==> config.mk <==
export PLATFORM = sky130hd
export DESIGN_NAME = lfsr_delay_gen
export DESIGN_NICKNAME = d
export VERILOG_FILES = /design/src/rtl/lfsr_delay_gen.sv
export SDC_FILE = /design/constraint.sdc
export NUM_CORES = 1
export LEC_CHECK = 0
export BUFFER_PORTS_ARGS = -buffer_cell sky130_fd_sc_hd__buf_2
export CORE_ASPECT_RATIO = 1.2
export CORE_MARGIN = 10
export CORE_UTILIZATION = 45
export DETAILED_ROUTE_END_ITERATION = 8
export PLACE_DENSITY = 0.65
export RECOVER_POWER = 25
export SLEW_MARGIN = 20
export SYNTH_ARGS = -nofsm -noshare
export SYNTH_HDL_FRONTEND = slang
export SYNTH_SLANG_ARGS = --single-unit
==> constraint.sdc <==
create_clock -name MAX10_CLK1_50 -period 4.7 [get_ports MAX10_CLK1_50]
set_input_delay 0.235 -clock MAX10_CLK1_50 [delete_from_list [all_inputs] [get_ports MAX10_CLK1_50]]
set_output_delay 0.235 -clock MAX10_CLK1_50 [all_outputs]
set_load 0.05 [all_outputs]
==> src/rtl/lfsr_delay_gen.sv <==
// lfsr_delay_gen: free-running LFSR draws a random millisecond delay, counts it down, then flags ready
module lfsr_delay_gen #(
  parameter int          TICK_DIV   = 50000,
  parameter logic [15:0] SEED       = 16'hACE1,
  parameter int          MIN_MS     = 1000,
  parameter int          RANGE_BITS = 12,
  parameter int          CNT_W      = 13
) (
  input  logic             MAX10_CLK1_50,
  input  logic             reset,
  input  logic             start,
  input  logic             abort,
  output logic             delay_ready,
  output logic             busy,
  output logic [CNT_W-1:0] delay_ms,
  output logic [15:0]      lfsr_q
);
  localparam int PW = TICK_DIV > 1 ? $clog2(TICK_DIV) : 1;
  localparam logic [1:0] IDLE = 2'd0, COUNT = 2'd1, READY = 2'd2;
  logic [1:0] state_q, state_d;
  logic [15:0] lfsr_d;
  logic [PW-1:0] pre_q, pre_d;
  logic [CNT_W-1:0] cnt_q, cnt_d, dly_q, dly_d, draw;
  logic tick, load, run;
  assign draw = CNT_W'(MIN_MS) + CNT_W'(lfsr_q[RANGE_BITS-1:0]);
  assign tick = pre_q == PW'(TICK_DIV - 1);
  assign run  = state_q == COUNT && !abort;
  assign load = start && !abort && state_q != COUNT;
  always_comb begin
    lfsr_d  = lfsr_q == '0 ? SEED : {lfsr_q[14:0], lfsr_q[15] ^ lfsr_q[13] ^ lfsr_q[12] ^ lfsr_q[10]};
    pre_d   = load ? '0 : run ? (tick ? '0 : pre_q + 1'b1) : pre_q;
    cnt_d   = load ? draw : (run && tick) ? cnt_q - 1'b1 : cnt_q;
    dly_d   = load ? draw : dly_q;
    state_d = abort ? IDLE : load ? COUNT : (run && tick && cnt_q == CNT_W'(1)) ? READY : state_q;
  end
  always_ff @(posedge MAX10_CLK1_50) begin
    if (reset) begin
      state_q <= IDLE;
      lfsr_q  <= SEED;
      pre_q   <= '0;
      cnt_q   <= '0;
      dly_q   <= '0;
    end else begin
      state_q <= state_d;
      lfsr_q  <= lfsr_d;
      pre_q   <= pre_d;
      cnt_q   <= cnt_d;
      dly_q   <= dly_d;
    end
  end
  assign delay_ready = state_q == READY;
  assign busy        = state_q == COUNT;
  assign delay_ms    = dly_q;
endmodule

# == Word level (Yosys, flattened, before mapping) ==
# Index checks and enable logic that the tools add are counted.
# totals
wordCells,35
inputBits,4
out_inout_bits,31
ff_bits,60
# op_classes
mux,5
add_sub_neg,3
reduce_logical,13
n_bitwise,3
n_eq_ne,5
# ops
operator,count
$mux 13,2
$add 16x1->16 const B,1
$eq 16x16->1 const B,1
$logic_not 16->1,1
$mux 16,1
$add 10x12->13 const A,1
$eq 13x1->1 const B,1
$sub 13x1->13 const B,1
$reduce_or 2->1,3
$logic_and 1x1->1,5
$reduce_bool 2->1,2
$reduce_or 3->1,1
$xor 1x1->1,3
$eq 2x1->1 const B,1
$eq 2x2->1 const B,1
$mux 1,2
$ne 2x1->1 const B,1
$logic_not 1->1,1

# == Longest topological paths before layout ==
# logic_depth
ltp_word,6
ltp_mapped,7
depth_no_buf,6

# == Worst setup path after synthesis ==
# Ideal clock, no wire load.
# synth_timing
path_type,reg-to-reg
from,reg lfsr_q[6]
to,reg cnt_q[12]
t_arrival_ps,1835
setup_slack_ps,2747
t_required_ps,4583
n_path_buf,0
setup_ps,117
path_stages_with_launch,6
path_cell_list,dfxtp_1 > or4_1 > a211oi_1 > nand4b_1 > o22ai_1 > a32o_1
# synth_via
elab_chain_cells,2
# synth_rtl
element,line,rtl
"start, declared",16,output logic [15:0] lfsr_q
"start signal, assigned",45,lfsr_q <= lfsr_d;
$add 10x12->13,25,assign draw = CNT_W'(MIN_MS) + CNT_W'(lfsr_q[RANGE_BITS-1:0]);
$mux 13,32,cnt_d = load ? draw : (run && tick) ? cnt_q - 1'b1 : cnt_q;
"end signal, assigned",47,cnt_q <= cnt_d;
"end, declared",23,"logic [CNT_W-1:0] cnt_q, cnt_d, dly_q, dly_d, draw;"
# Every way passes these cells.
# A chain may end at the register's enable or synchronous reset.

# == Worst setup path in the final report ==
# layout_timing
from,reg pre_q[7]
to,reg cnt_q[6]
# layout_via
elab_chain_cells,3
# layout_rtl
element,line,rtl
"start, declared",22,"logic [PW-1:0] pre_q, pre_d;"
"start signal, assigned",46,pre_q <= pre_d;
$eq 16x16->1,26,assign tick = pre_q == PW'(TICK_DIV - 1);
$logic_and 1x1->1,32,
$reduce_bool 2->1 (no line),-,
# Every way passes these cells.

==> flow_summary.ini <==
[sta]
finalHoldViolCount = 0
fin_ws_ns = 2.50
slew_viol_final = 0
tightest_slew_ns = 0.790
fin_tns_setup_ns = 0
max_slew_margin = 0.473
setup-violations-final = 0
hold_ws_ns = 0.168
finalCritPeriodShare = 0.468
max_freq_ghz = 0.454
worst_clock_skew_ns = 0.00763
rsz0062_at_grt = no
period_minus_slack_ns = 2.20

[routing]
drt_iter0_drc = 102
routed_wl_um = 5580
drt_first_pass_iters = 4
wl_per_cell_um = 13.5
via_per_inst = 5.18
drc = 0
vias = 2139
ant_nets = 0

[setup_path]
crit_required_ns = 4.93
start_kind = flop
crit_arrival_ns = 2.43
endpoint_kind = flop
cp_max_fo = 5
critPathKind = reg2reg

[logic_synthesis]
muxShareOfSynthArea = 0
synth_compound_area_frac = 0.106
synth_fa_ha_area_frac = 0.0187
syn_area_um2 = 2670
synth-seq-cells = 60
yosysSeqAreaShare = 0.449
synth-simple-area-share = 0.279
yosysTopAreaCellShare = 0.449
synth.area.top_cells = dfxtp_1, xnor2_1, nor2_1, nand2_1, xor2_1
synthesis.nets = 305
synth_top_area_cell = dfxtp_1
avgSynthCellArea_um2 = 9.00
synthXorXnorAreaFrac = 0.111
synth_cells = 297
yosys_warnings = 0
synth_top_family_by_area = simple AND/OR/NAND/NOR gates
ys_types = 46

[place]
place_inst = 397
routabilityCongestion = 0.789
placed_area_um2 = 2880
place_hpwl_um = 3950
io_buffers = 34
post-place-ws_ns = 2.53

[floorplanning]
coreArea_um2 = 5710
pin_count = 35
die_x_um = 90.4
dieArea_um2 = 9430
dieHeight_um = 104
row_count = 30
initial_core_util = 0.468

[cts]
h-tree-depth = 3
cts_hold_buf = 0
cts_setup_buffers = 0
clockBufferDepth = 2
clock_latency_ns = 0.34
cts_root_buf = clkbuf_8
cts_made_buffers = 9
cts_resized = 0
clk_pin_slew_ns = 0.07
numClockSinks = 60
cts_tree = done

[power_and_ir_drop]
p_leak_nw = 1.11
powerDensity_nw_per_um2 = 387
worst_ir_drop_vdd_mv = 0.238
total_power_mw = 1.19

[run]
cap_violations = 0

[final_layout]
fin_area_um2 = 3060
fin_nets = 336
layoutNonFillerInstCount = 413
fin_util = 0.536
drive_gt1_frac = 0.123
n_antenna_cell = 0
synthToLayoutAreaGrowth_pct = 14.5

[global_routing]
grt_pass1_wl_um = 9890
grt_usage = 0.127
gr-total-overflow = 0
grt_pass1_vias = 2158
antenna_found_initial = 0
grt_max_degree = 31

[worst_hold_path]
min_path_type = in2reg

[run_status]
status = finished, final reports clean
worst max-delay path, stage by stage, from the launching register on:
cell      delay (ns)
dfxtp_1         0.35
nand2b_1        0.17
nor4_1          0.59
nand4_1         0.39
o31a_2          0.38
o31a_1          0.23
flip-flops by register name (all words and copies together), names as in the netlist:
register and flops:
lfsr_q 16, pre_q 16, cnt_q 13, delay_ms 13, state_q 2
cells in the mapped netlist, drive strengths merged:
library cell / instances
a211oi: 6
o22ai: 1
nand2b: 9
inv: 6
and4: 2
nand4b: 1
nand4: 5
nor4bb: 1
xor2: 10
nor2b: 7
buf: 4
nor3: 11
clkbuf: 11
a2111oi: 1
a32o: 1
o31ai: 1
and2: 6
and3: 3
nor2: 34
o221ai: 1
or3: 5
a21o: 1
a21oi: 14
xnor2: 24
nand2: 29
o21a: 7
ha: 4
dfxtp: 60
a21boi: 3
or4: 7
nand3: 7
nor4: 9
o31a: 2
o21ai: 3
a31oi: 1
path summary, 6_finish.rpt:
kind	start	end	slack, ns	cells after the start
max reg2reg	pre_q[7]	cnt_q[6]	2.50	5
min	start	state_q[0]	0.17	3
min reg2reg	delay_ms[4]	delay_ms[4]	0.45	2
max	pre_q[7]	cnt_q[6]	2.50	5
cell families after synthesis:
| logic type | Yosys count |
|---|---|
| AO/OA/AOI/OAI | 42 |
| AND/OR/NAND/NOR | 136 |
| buffers and inverters | 21 |
| adder cells (fa/ha/maj) | 4 |
| flip-flops | 60 |
| XOR/XNOR | 34 |
routing by layer:
layer | GRT usage | vias to the layer above | routed length [um]
met2 | 0.207 | 40 | 2680
met3 | 0.0455 | 11 | 274
met1 | 0.141 | 1003 | 2490
met5 | 0 | - | 0
met4 | 0.0683 | 0 | 131
li1 | - | 1085 | -
final cells by class:
cell class              instances  area (um2)
fillers                       578        2650
multi-input cells             216        1380
flip-flops and latches         60        1200
clock buffers                  12         155
repair buffers                 35         155
well taps                      80         100
clock inverters                 4        47.5
inverters                       6        22.5
report_power, final:
part / switching (mW) / internal (mW) / leakage, nW
Sequential: 0.0244 / 0.533 / 0.492
Combinational: 0.110 / 0.0461 / 0.520
Clock: 0.200 / 0.272 / 0.102
layout by cell type, fill, tap and decap left out, drive strengths merged, types with 4 or more instances in the layout:
cell and count:
a211oi 6, a21oi 14, and2 6, buf 17, clkbuf 30, dfxtp 60, ha 4, inv 6
nand2 29, nand2b 9, nand3 7, nand4 5, nor2 34, nor2b 7, nor3 11, nor4 9
o21a 7, or3 5, or4 7, xnor2 24, xor2 10
(Power assumes the default switching activity.)
